[src/rtl/seg7_scan_ctrl.sv]
// rtl/seg7_scan_ctrl.sv - multi-digit seven-segment scan controller with hex/decimal display
module seg7_scan_ctrl #(
  parameter int DIGITS     = 8,
  parameter int DATA_W     = 32,
  parameter int DIV        = 100000,
  parameter int ACTIVE_LOW = 1
) (
  input  logic              Clk,
  input  logic              Reset,
  input  logic              load,
  input  logic [DATA_W-1:0] value,
  input  logic              mode,
  input  logic              blank_lz,
  input  logic [DIGITS-1:0] dp,
  output logic              busy,
  output logic [6:0]        out7,
  output logic [DIGITS-1:0] en_out,
  output logic              dp_out
);

  localparam int BCD_W = 4 * DIGITS;
  localparam int PAD_W = (DATA_W > BCD_W) ? DATA_W : BCD_W;
  localparam int IDX_W = (DIGITS > 1) ? $clog2(DIGITS) : 1;
  localparam int PRE_W = (DIV > 1) ? $clog2(DIV) : 1;
  localparam int CNT_W = $clog2(DATA_W + 1);
  localparam logic POL = (ACTIVE_LOW != 0);

  typedef enum logic {IDLE, CONV} state_t;

  state_t             state_q, state_d;
  logic               busy_q, busy_d;
  logic [BCD_W-1:0]   disp_q, disp_d;
  logic               ovf_q, ovf_d;
  logic               mode_q, mode_d;
  logic               blank_q, blank_d;
  logic [DIGITS-1:0]  dp_q, dp_d;
  logic [DATA_W-1:0]  shr_q, shr_d;
  logic [BCD_W-1:0]   bcd_q, bcd_d;
  logic               covf_q, covf_d;
  logic [CNT_W-1:0]   cnt_q, cnt_d;
  logic [PRE_W-1:0]   presc_q, presc_d;
  logic [IDX_W-1:0]   digit_q, digit_d;
  logic [6:0]         out7_q, out7_d;
  logic [DIGITS-1:0]  en_q, en_d;
  logic               dpo_q, dpo_d;

  logic [PAD_W-1:0]   value_ext;
  logic [BCD_W-1:0]   bcd_adj;
  logic [BCD_W-1:0]   bcd_shift;

  // Zero-extend (or truncate) the loaded value to the nibble width of the display.
  assign value_ext = PAD_W'(value);

  function automatic logic [6:0] hex2seg(input logic [3:0] n);
    case (n)
      4'h0: hex2seg = 7'h3F;
      4'h1: hex2seg = 7'h06;
      4'h2: hex2seg = 7'h5B;
      4'h3: hex2seg = 7'h4F;
      4'h4: hex2seg = 7'h66;
      4'h5: hex2seg = 7'h6D;
      4'h6: hex2seg = 7'h7D;
      4'h7: hex2seg = 7'h07;
      4'h8: hex2seg = 7'h7F;
      4'h9: hex2seg = 7'h6F;
      4'hA: hex2seg = 7'h77;
      4'hB: hex2seg = 7'h7C;
      4'hC: hex2seg = 7'h39;
      4'hD: hex2seg = 7'h5E;
      4'hE: hex2seg = 7'h79;
      default: hex2seg = 7'h71;
    endcase
  endfunction

  // All state registers, including the registered pin drivers.
  always_ff @(posedge Clk) begin
    if (Reset) begin
      state_q <= IDLE;
      busy_q  <= 1'b0;
      disp_q  <= '0;
      ovf_q   <= 1'b0;
      mode_q  <= 1'b0;
      blank_q <= 1'b0;
      dp_q    <= '0;
      shr_q   <= '0;
      bcd_q   <= '0;
      covf_q  <= 1'b0;
      cnt_q   <= '0;
      presc_q <= '0;
      digit_q <= '0;
      out7_q  <= {7{POL}};
      en_q    <= {DIGITS{POL}};
      dpo_q   <= POL;
    end else begin
      state_q <= state_d;
      busy_q  <= busy_d;
      disp_q  <= disp_d;
      ovf_q   <= ovf_d;
      mode_q  <= mode_d;
      blank_q <= blank_d;
      dp_q    <= dp_d;
      shr_q   <= shr_d;
      bcd_q   <= bcd_d;
      covf_q  <= covf_d;
      cnt_q   <= cnt_d;
      presc_q <= presc_d;
      digit_q <= digit_d;
      out7_q  <= out7_d;
      en_q    <= en_d;
      dpo_q   <= dpo_d;
    end
  end

  // Load handshake and one double-dabble step per cycle while converting.
  always_comb begin
    state_d = state_q;
    disp_d  = disp_q;
    ovf_d   = ovf_q;
    mode_d  = mode_q;
    blank_d = blank_q;
    dp_d    = dp_q;
    shr_d   = shr_q;
    bcd_d   = bcd_q;
    covf_d  = covf_q;
    cnt_d   = cnt_q;

    bcd_adj = bcd_q;
    for (int i = 0; i < DIGITS; i++) begin
      if (bcd_q[4*i +: 4] >= 4'd5) begin
        bcd_adj[4*i +: 4] = bcd_q[4*i +: 4] + 4'd3;
      end
    end
    bcd_shift = {bcd_adj[BCD_W-2:0], shr_q[DATA_W-1]};

    case (state_q)
      IDLE: begin
        if (load) begin
          mode_d  = mode;
          blank_d = blank_lz;
          dp_d    = dp;
          if (mode) begin
            state_d = CONV;
            shr_d   = value;
            bcd_d   = '0;
            covf_d  = 1'b0;
            cnt_d   = '0;
          end else begin
            disp_d = value_ext[BCD_W-1:0];
            ovf_d  = 1'b0;
          end
        end
      end
      CONV: begin
        shr_d  = shr_q << 1;
        bcd_d  = bcd_shift;
        covf_d = covf_q | bcd_adj[BCD_W-1];
        cnt_d  = cnt_q + CNT_W'(1);
        if (cnt_q == CNT_W'(DATA_W - 1)) begin
          state_d = IDLE;
          disp_d  = bcd_shift;
          ovf_d   = covf_q | bcd_adj[BCD_W-1];
        end
      end
      default: state_d = IDLE;
    endcase

    busy_d = (state_d == CONV);
  end

  // Free-running prescaler; the digit index steps on every prescaler wrap.
  always_comb begin
    presc_d = presc_q + PRE_W'(1);
    digit_d = digit_q;
    if (presc_q == PRE_W'(DIV - 1)) begin
      presc_d = '0;
      digit_d = (digit_q == IDX_W'(DIGITS - 1)) ? '0 : digit_q + IDX_W'(1);
    end
  end

  // Decode the current digit, apply blanking and overflow dashes, then output polarity.
  always_comb begin
    logic              acc;
    logic [DIGITS-1:0] zero_from;
    logic [3:0]        nib;
    logic              cur_zero;
    logic              cur_dp;
    logic              blanked;
    logic [6:0]        seg_raw;
    logic [DIGITS-1:0] en_raw;
    logic              dp_raw;

    acc       = 1'b1;
    zero_from = '0;
    for (int i = DIGITS - 1; i >= 0; i--) begin
      acc          = acc & (disp_q[4*i +: 4] == 4'd0);
      zero_from[i] = acc;
    end

    nib      = 4'd0;
    cur_zero = 1'b0;
    cur_dp   = 1'b0;
    en_raw   = '0;
    for (int i = 0; i < DIGITS; i++) begin
      if (digit_q == IDX_W'(i)) begin
        nib       = disp_q[4*i +: 4];
        cur_zero  = zero_from[i];
        cur_dp    = dp_q[i];
        en_raw[i] = 1'b1;
      end
    end

    blanked = blank_q && !ovf_q && (digit_q != '0) && cur_zero;
    seg_raw = ovf_q ? 7'h40 : hex2seg(nib);
    dp_raw  = cur_dp;
    if (blanked) begin
      seg_raw = 7'h00;
      en_raw  = '0;
      dp_raw  = 1'b0;
    end

    out7_d = seg_raw ^ {7{POL}};
    en_d   = en_raw ^ {DIGITS{POL}};
    dpo_d  = dp_raw ^ POL;
  end

  assign busy   = busy_q;
  assign out7   = out7_q;
  assign en_out = en_q;
  assign dp_out = dpo_q;

endmodule

[config.mk]
export PLATFORM = sky130hd
export DESIGN_NAME = seg7_scan_ctrl
export DESIGN_NICKNAME = d
export VERILOG_FILES = /design/src/rtl/seg7_scan_ctrl.sv
export SDC_FILE = /design/constraint.sdc
export NUM_CORES = 1
export LEC_CHECK = 0
export CAP_MARGIN = 25
export CORE_MARGIN = 2
export CORE_UTILIZATION = 64
export CTS_BUF_LIST = sky130_fd_sc_hd__clkbuf_16
export DETAILED_ROUTE_END_ITERATION = 16
export DONT_BUFFER_PORTS = 1
export PLACE_DENSITY = 0.9
export RECOVER_POWER = 25
export SETUP_SLACK_MARGIN = 0.5
export SLEW_MARGIN = 15
export SYNTH_ARGS = -nofsm -noshare
export SYNTH_HDL_FRONTEND = slang
export SYNTH_SLANG_ARGS = --single-unit
[constraint.sdc]
create_clock -name Clk -period 4.02 [get_ports Clk]
set_clock_uncertainty 0.15 [all_clocks]
set_input_delay 0.804 -clock Clk [delete_from_list [all_inputs] [get_ports Clk]]
set_output_delay 0.804 -clock Clk [all_outputs]
set_load 0.03 [all_outputs]
==> out/metrics.cfg, run 1 <==
[layout]
drive_gt1_share_pct = 6.98
antenna_cells_inserted = 0
final_design_area_no_fill_mm2 = 0.00792
stdcell_count = 1031
syn2layout_area_growth_pct = 7.60
final_core_util_pct = 70.0
layout.nets = 950
mostFrequentLayoutCells = sky130_fd_sc_hd__dfxtp_1 (150), sky130_fd_sc_hd__nand2_1 (145), sky130_fd_sc_hd__a21oi_1 (113)
layout.cells.most_common = sky130_fd_sc_hd__dfxtp_1

[setup_path]
worst-endpoint-arrival_ps = 3580
crit_path_start_kind = flop
r2r.worst_path.cells = 5
timing.critical_path.fanout_max = 32
crit_path_end_kind = flop
cp_data_required_time_ps = 4230
crit_type = reg2reg
ff_to_ff_setup_slack_ps = 650

[timing]
setup-tns-final_ps = 0
slew_headroom_pct = -1.85
setup_viol = 0
layout_min_cycle_time_ps = 3370
hold_slack_ps = 281
rsz0062_at_grt = no
max_freq_mhz = 297
setup_slack_ps = 650
timing_worst_slew_pin_value_ps = 1530
min_period_over_period_pct = 83.8
finalMaxSlewViolations = 78
report.final.hold_viol_count = 0

[clock_network]
cts_post_setup_buffers_inserted = 0
tritoncts_clock_tree = yes
clock_pin_slew_worst_setup_and_hold_paths_ps = 70
cts_hold_repair.buffers = 0
tritoncts.num_buffers = 17
max-clock-path-buffers = 2
root_buffer = sky130_fd_sc_hd__clkbuf_16
cts_repair_resize_count = 0
cts_max_level = 4
worstSkewPairLatency_ps = 430
cts_num_sinks = 150

[global_route]
pin_count_of_the_biggest_net_entering_global_routing = 125
wire_length_of_the_first_global_routing_pass_um = 28600
antenna_violations_before_repair = 0
globalRouteTotalUtil_pct = 28.3
grt_overflow_total = 0
grt_pass1_vias = 6014

[die]
io-pin-count = 62
overall_die_height_um = 111
core_mm2 = 0.0113
floorplan.die_area_mm2 = 0.0124
die_width_um = 111
rows = 39
starting_utilization_of_the_core_area_pct = 65.0

[routing]
wl_per_cell_um = 16.9
vias = 6388
detail_route.drc_violations = 0
antenna_left = 0
drt_first_iter_violations = 422
finalWirelength_um = 17400
routed_via_density = 6.20
drt-pass1-iter-count = 6

[power_and_ir_drop]
cellPowerDensity_mw_per_mm2 = 442
power.net_switching_mw = 0.919
fin_total_pwr_mw = 3.50
power.share.switching_pct = 26.2
p_seq_share_pct = 46.7
pwr-share-comb_pct = 7.5
power.static_leakage_nw = 2.77
max-vdd-ir-drop_uv = 398
power.share.clock_pct = 45.8
power.internal_mw = 2.58

[run_status]
violated_checks = max-capacitance violations, max-slew violations
status = finished with violations

[yosys]
postSynth.asyncResetShare_pct = 0
synthFlopType = sky130_fd_sc_hd__dfxtp_1
synth.net_count = 981
seq_area_frac_synth_pct = 40.8
synthesis.instances = 906
synth_simple_gate_area_share_pct = 19.3
netlist-cell-type-count = 66
post_synth_mux_area_share_pct = 1.92
compound_gate_fraction_of_synth_area_pct = 23.6
yosys_warn_count = 0
synth.ff_latch_count = 150
synthAdderAreaFrac_pct = 5.10
number_of_enable_flip_flop_cells_after_synthesis = 0
avgSynthCellArea_um2 = 8.12
synth_top_family_by_area = compound AO/OA/AOI/OAI gates
synth_area_mm2 = 0.00736
post_synthesis_xor_xnor_area_fraction_pct = 3.69

[flow_run]
maxCapViolations = 1

[place]
post-place-ws_ps = 779
port-buffer-count = 0
dp.final_hpwl_um = 11500
placedCellCount = 999
routabilityCongestion = 0.959
area_of_placed_instances_mm2 = 0.00735

[min_path]
hold_wc_path_type = in2reg
whs_path_depth = 1

power by group through the flow:
stage                     clock [mW]  sequential (mW)  combinational (mW)
after detailed placement           0             1.67               0.258
after CTS                       1.62             1.63               0.262
after global routing            1.67             1.64               0.291
after floorplan                    0             1.64               0.231
after global placement             0             1.67               0.252
final                           1.61             1.64               0.261
layer usage:
layer | share of wire [%] | vias up | track usage (%) | wire length (µm)
li1 | - | 3119 | - | -
met1 | 43 | 2989 | 36.5 | 7460
met2 | 47 | 239 | 45.8 | 8170
met3 | 7.0 | 41 | 5.96 | 1210
met4 | 3.3 | 0 | 12.6 | 582
met5 | 0 | - | 0 | 0
cell type report:
type / instances / area [µm²]
clock buffer: 17 / 425
fill: 886 / 3400
timing repair buffer: 9 / 53.8
multi-input combinational: 662 / 3960
sequential: 150 / 3000
clock inverter: 15 / 170
inverter: 35 / 131
tap: 143 / 179
worst max-delay path: stages (launching register included):
cell and delay [ps]:
sky130_fd_sc_hd__dfxtp_1 1080, sky130_fd_sc_hd__a21oi_1 430, sky130_fd_sc_hd__nor2_2 160, sky130_fd_sc_hd__clkbuf_1 1090
sky130_fd_sc_hd__nand2_1 150, sky130_fd_sc_hd__a21oi_1 200
state kept, by name, summed over array words and instances (netlist names):
signal and count:
busy 1, bcd_q 32, ovf_q 1, shr_q 32, disp_q 32, blank_q 1
covf_q 1, cnt_q 6, dp_out 1, dp_q 8, digit_q 3, en_out 8
out7 7, presc_q 17
path summary, 6_finish.rpt:
| kind | start | end |
|---|---|---|
| setup / recovery | busy$_SDFF_PP0_ | shr_q[25]$_SDFFE_PP0P_ |
| hold / removal | Reset | bcd_q[23]$_SDFFE_PP0P_ |
| setup reg to reg | busy$_SDFF_PP0_ | shr_q[25]$_SDFFE_PP0P_ |
| hold reg to reg | presc_q[0]$_SDFF_PP0_ | presc_q[0]$_SDFF_PP0_ |
cell families (layout without fill, tap and decap cells):
logic type,after synthesis,in the layout
AO/OA/AOI/OAI,263,263
XOR/XNOR,31,31
adder cells (fa/ha/maj),30,30
buffers and inverters,94,76
flip-flops,150,150
multiplexers,14,14
AND/OR/NAND/NOR,324,324
synthesized netlist by cell type, types with 5 or more instances:
library cell               number  area (µm²)
sky130_fd_sc_hd__dfxtp_1      150        3000
sky130_fd_sc_hd__nand2_1      145         544
sky130_fd_sc_hd__a21oi_1      113         566
sky130_fd_sc_hd__nor2_1        83         312
sky130_fd_sc_hd__a22oi_1       40         300
sky130_fd_sc_hd__clkbuf_1      38         143
sky130_fd_sc_hd__inv_1         33         124
sky130_fd_sc_hd__ha_1          30         375
sky130_fd_sc_hd__nand3_1       29         145
sky130_fd_sc_hd__o21ai_0       28         140
sky130_fd_sc_hd__a211oi_1      22         165
sky130_fd_sc_hd__xor2_1        16         140
sky130_fd_sc_hd__nor3_1        15        75.1
sky130_fd_sc_hd__xnor2_1       15         131
sky130_fd_sc_hd__nand2b_1      14        87.6
sky130_fd_sc_hd__mux2i_1       13         130
sky130_fd_sc_hd__o211ai_1      12        90.1
sky130_fd_sc_hd__buf_2          9        45.0
sky130_fd_sc_hd__nor4_1         8        50.1
sky130_fd_sc_hd__a221oi_1       6        52.6
sky130_fd_sc_hd__nand3b_1       6        45.0
sky130_fd_sc_hd__buf_1          5        18.8
sky130_fd_sc_hd__buf_6          5        56.3
sky130_fd_sc_hd__nand4_1        5        31.3
sky130_fd_sc_hd__o22ai_1        5        31.3
Note: power is estimated with default switching activity, not from simulation.
==> inputs of run 2 (changes only) <==
Settings changed: CORE_UTILIZATION 64 to 58, PLACE_DENSITY 0.9 to 0.86.
Clock period 4.02 ns to 3 ns, I/O delays scaled along.
==> run 2 against run 1 <==
  * Sequential power rose by 34%
  * Clock-buffer cell count did not move
  * Critical endpoint is now out7[0]$_SDFF_PP1_
  * The run now ends clean
  * Critical path type unchanged
  * Fmax rose by 33%
  * Sequential share of layout area fell by 1.9 points
==> out/metrics.cfg, run 2 (same netlist as run 1, synthesis figures left out) <==
[run_status]
status = complete, no violations  ; was finished with violations

[routing]
vias = 6491  ; was 6388
drt_first_iter_violations = 522  ; was 422
antenna_left = 0  ; unchanged
routed_via_density = 5.97  ; was 6.20
drt-pass1-iter-count = 6  ; unchanged
detail_route.drc_violations = 0  ; unchanged
wl_per_cell_um = 16.6  ; was 16.9 µm
finalWirelength_um = 18000  ; was 17400 µm

[layout]
final_core_util_pct = 67.0  ; was 70.0%
mostFrequentLayoutCells = sky130_fd_sc_hd__dfxtp_1 (146), sky130_fd_sc_hd__nand2_1 (143), sky130_fd_sc_hd__a21oi_1 (113)  ; was sky130_fd_sc_hd__dfxtp_1 (150), sky130_fd_sc_hd__nand2_1 (145), sky130_fd_sc_hd__a21oi_1 (113)
layout.nets = 977  ; was 950
largestRegisters = bcd_q (32), disp_q (32), shr_q (32)  ; unchanged
syn2layout_area_growth_pct = 14.0  ; was 7.60%
antenna_cells_inserted = 0  ; unchanged
layout.cells.most_common = sky130_fd_sc_hd__dfxtp_1  ; unchanged
drive_gt1_share_pct = 12.8  ; was 6.98%

[die]
die_width_um = 117  ; was 111 µm
rows = 41  ; was 39
floorplan.die_area_mm2 = 0.0136  ; was 0.0124 mm²
starting_utilization_of_the_core_area_pct = 58.8  ; was 65.0%
io-pin-count = 62  ; unchanged
overall_die_height_um = 117  ; was 111 µm
core_mm2 = 0.0125  ; was 0.0113 mm²

[global_route]
grt.met1_usage_pct = 35.6  ; was 36.5%
gr-usage-met3_pct = 7.06  ; was 5.96%
grt_pass1_vias = 5989  ; was 6014
pin_count_of_the_biggest_net_entering_global_routing = 125  ; unchanged
globalRouteTotalUtil_pct = 27.1  ; was 28.3%
grt_util_met2_pct = 43.9  ; was 45.8%
wire_length_of_the_first_global_routing_pass_um = 29000  ; was 28600 µm
antenna_violations_before_repair = 0  ; unchanged
grt.busiest_layer = met2  ; unchanged
grt_overflow_total = 0  ; unchanged

[place]
port-buffer-count = 0  ; unchanged
dp.final_hpwl_um = 11600  ; was 11500 µm
routabilityCongestion = 0.890  ; was 0.959

[clock_network]
root_buffer = sky130_fd_sc_hd__clkbuf_16  ; unchanged
worstSkewPairLatency_ps = 430  ; about the same
tritoncts_clock_tree = yes  ; unchanged
tritoncts.num_buffers = 17  ; unchanged
cts_num_sinks = 150  ; unchanged
cts_hold_repair.buffers = 0  ; unchanged
max-clock-path-buffers = 2  ; unchanged
cts_max_level = 4  ; unchanged
clock_pin_slew_worst_setup_and_hold_paths_ps = 60  ; was 70 ps

[setup_path]
crit_path_start_kind = flop  ; unchanged
crit_path_end_kind = flop  ; unchanged
timing.critical_path.fanout_max = 6  ; was 32
r2r.worst_path.cells = 9  ; was 5
regToRegStartpoint = digit_q[0]$_SDFFE_PP0P_  ; was busy$_SDFF_PP0_
ff_to_ff_setup_slack_ps = 460  ; was 650 ps
cp_data_required_time_ps = 3160  ; was 4230 ps
r2r_endpoint = out7[0]$_SDFF_PP1_  ; was shr_q[25]$_SDFFE_PP0P_
worst-endpoint-arrival_ps = 2690  ; was 3580 ps
crit_type = reg2reg  ; unchanged

[timing]
layout_min_cycle_time_ps = 2540  ; was 3370 ps
timing_worst_slew_pin_value_ps = 1370  ; was 1530 ps
rsz0062_at_grt = yes  ; was no
min_period_over_period_pct = 84.5  ; was 83.8%
finalMaxSlewViolations = 0  ; was 78
report.final.hold_viol_count = 0  ; unchanged
max_freq_mhz = 394  ; was 297 MHz
setup_viol = 0  ; unchanged
setup-tns-final_ps = 0  ; unchanged
slew_headroom_pct = 8.87  ; was -1.85%

[power_and_ir_drop]
power.static_leakage_nw = 2.95  ; was 2.77 nW
max-vdd-ir-drop_uv = 424  ; was 398 µV
cellPowerDensity_mw_per_mm2 = 556  ; was 442 mW/mm²

[min_path]
whs_path_depth = 1  ; unchanged
hold_wc_path_type = in2reg  ; unchanged
holdCritStartpoint = Reset  ; unchanged
min_to = dp_q[0]$_SDFFE_PP0P_  ; was bcd_q[23]$_SDFFE_PP0P_

[flow_run]
maxCapViolations = 0  ; was 1

-- run 2: layout make-up --
| type | instances | area [µm²] |
|---|---|---|
| multi-input combinational | 663 | 4170 |
| inverter | 35 | 134 |
| sequential | 150 | 3020 |
| timing repair buffer | 35 | 283 |
| clock inverter | 15 | 145 |
| clock buffer | 17 | 425 |
| tap | 172 | 215 |
| fill | 1045 | 4130 |
-- run 2: worst max-delay path by stage --
stage                                  from                 end  slack, ps  cells past startpoint
floorplan           digit_q[2]$_SDFFE_PP0P_  out7[1]$_SDFF_PP1_        350                     14
global placement    digit_q[0]$_SDFFE_PP0P_  out7[3]$_SDFF_PP1_        260                     10
detailed placement  digit_q[0]$_SDFFE_PP0P_  out7[1]$_SDFF_PP1_        220                     11
CTS                 digit_q[0]$_SDFFE_PP0P_  out7[1]$_SDFF_PP1_        500                     11
global route        digit_q[0]$_SDFFE_PP0P_  out7[1]$_SDFF_PP1_        410                     10
finish              digit_q[0]$_SDFFE_PP0P_  out7[0]$_SDFF_PP1_        460                      9
-- run 2: what timing repair did --
| item | 4_1_cts | 5_1_grt |
|---|---|---|
| buffers inserted | 11 | 8 |
| endpoints found under the setup margin | 12 | 7 |
| gates resized for setup | 14 | 26 |
| pin swaps | 10 | 17 |
| cloned | 1 | 0 |
-- run 2: metal layers --
layer	vias to the layer above	share of wire, %
li1	3182	-
met4	0	1.9
met5	-	0
met3	27	6.4
met1	3087	43
met2	195	49
-- run 2: worst max-delay path: stages, from the launching register on --
cell and delay, ps:
sky130_fd_sc_hd__dfxtp_4 360, sky130_fd_sc_hd__ha_4 170, sky130_fd_sc_hd__ha_4 160, sky130_fd_sc_hd__or2_4 280, sky130_fd_sc_hd__buf_6 130, sky130_fd_sc_hd__a221o_1 360, sky130_fd_sc_hd__a22oi_4 320, sky130_fd_sc_hd__or2_4 200
sky130_fd_sc_hd__nand2_2 40, sky130_fd_sc_hd__a211o_1 250
-- run 2: through the flow --
| stage | power [mW] | instances | hold slack (ps) | instance area (µm²) | setup slack (ps) |
|---|---|---|---|---|---|
| 4_1_cts | 4.67 | 1079 | 80.1 | 8220 | 501 |
| 5_1_grt | 4.85 | 1087 | 86.9 | 8390 | 413 |
| 2_1_floorplan | 2.52 | 906 | 276 | 7420 | 349 |
| 3_3_place_gp | 2.58 | 1035 | 289 | 7490 | 258 |
| 3_5_place_dp | 2.59 | 1035 | 294 | 7490 | 224 |
| 6_report | 4.67 | 1087 | 89.9 | 8390 | 465 |
-- run 2: power by group --
| part | internal (mW) | leakage [nW] | total (mW) | switching [mW] |
|---|---|---|---|---|
| sequential | 2.08 | 1.23 | 2.19 | 0.105 |
| clock | 1.28 | 0.294 | 2.08 | 0.802 |
| combinational | 0.163 | 1.43 | 0.398 | 0.235 |
| total | 3.53 | 2.95 | 4.67 | 1.14 |
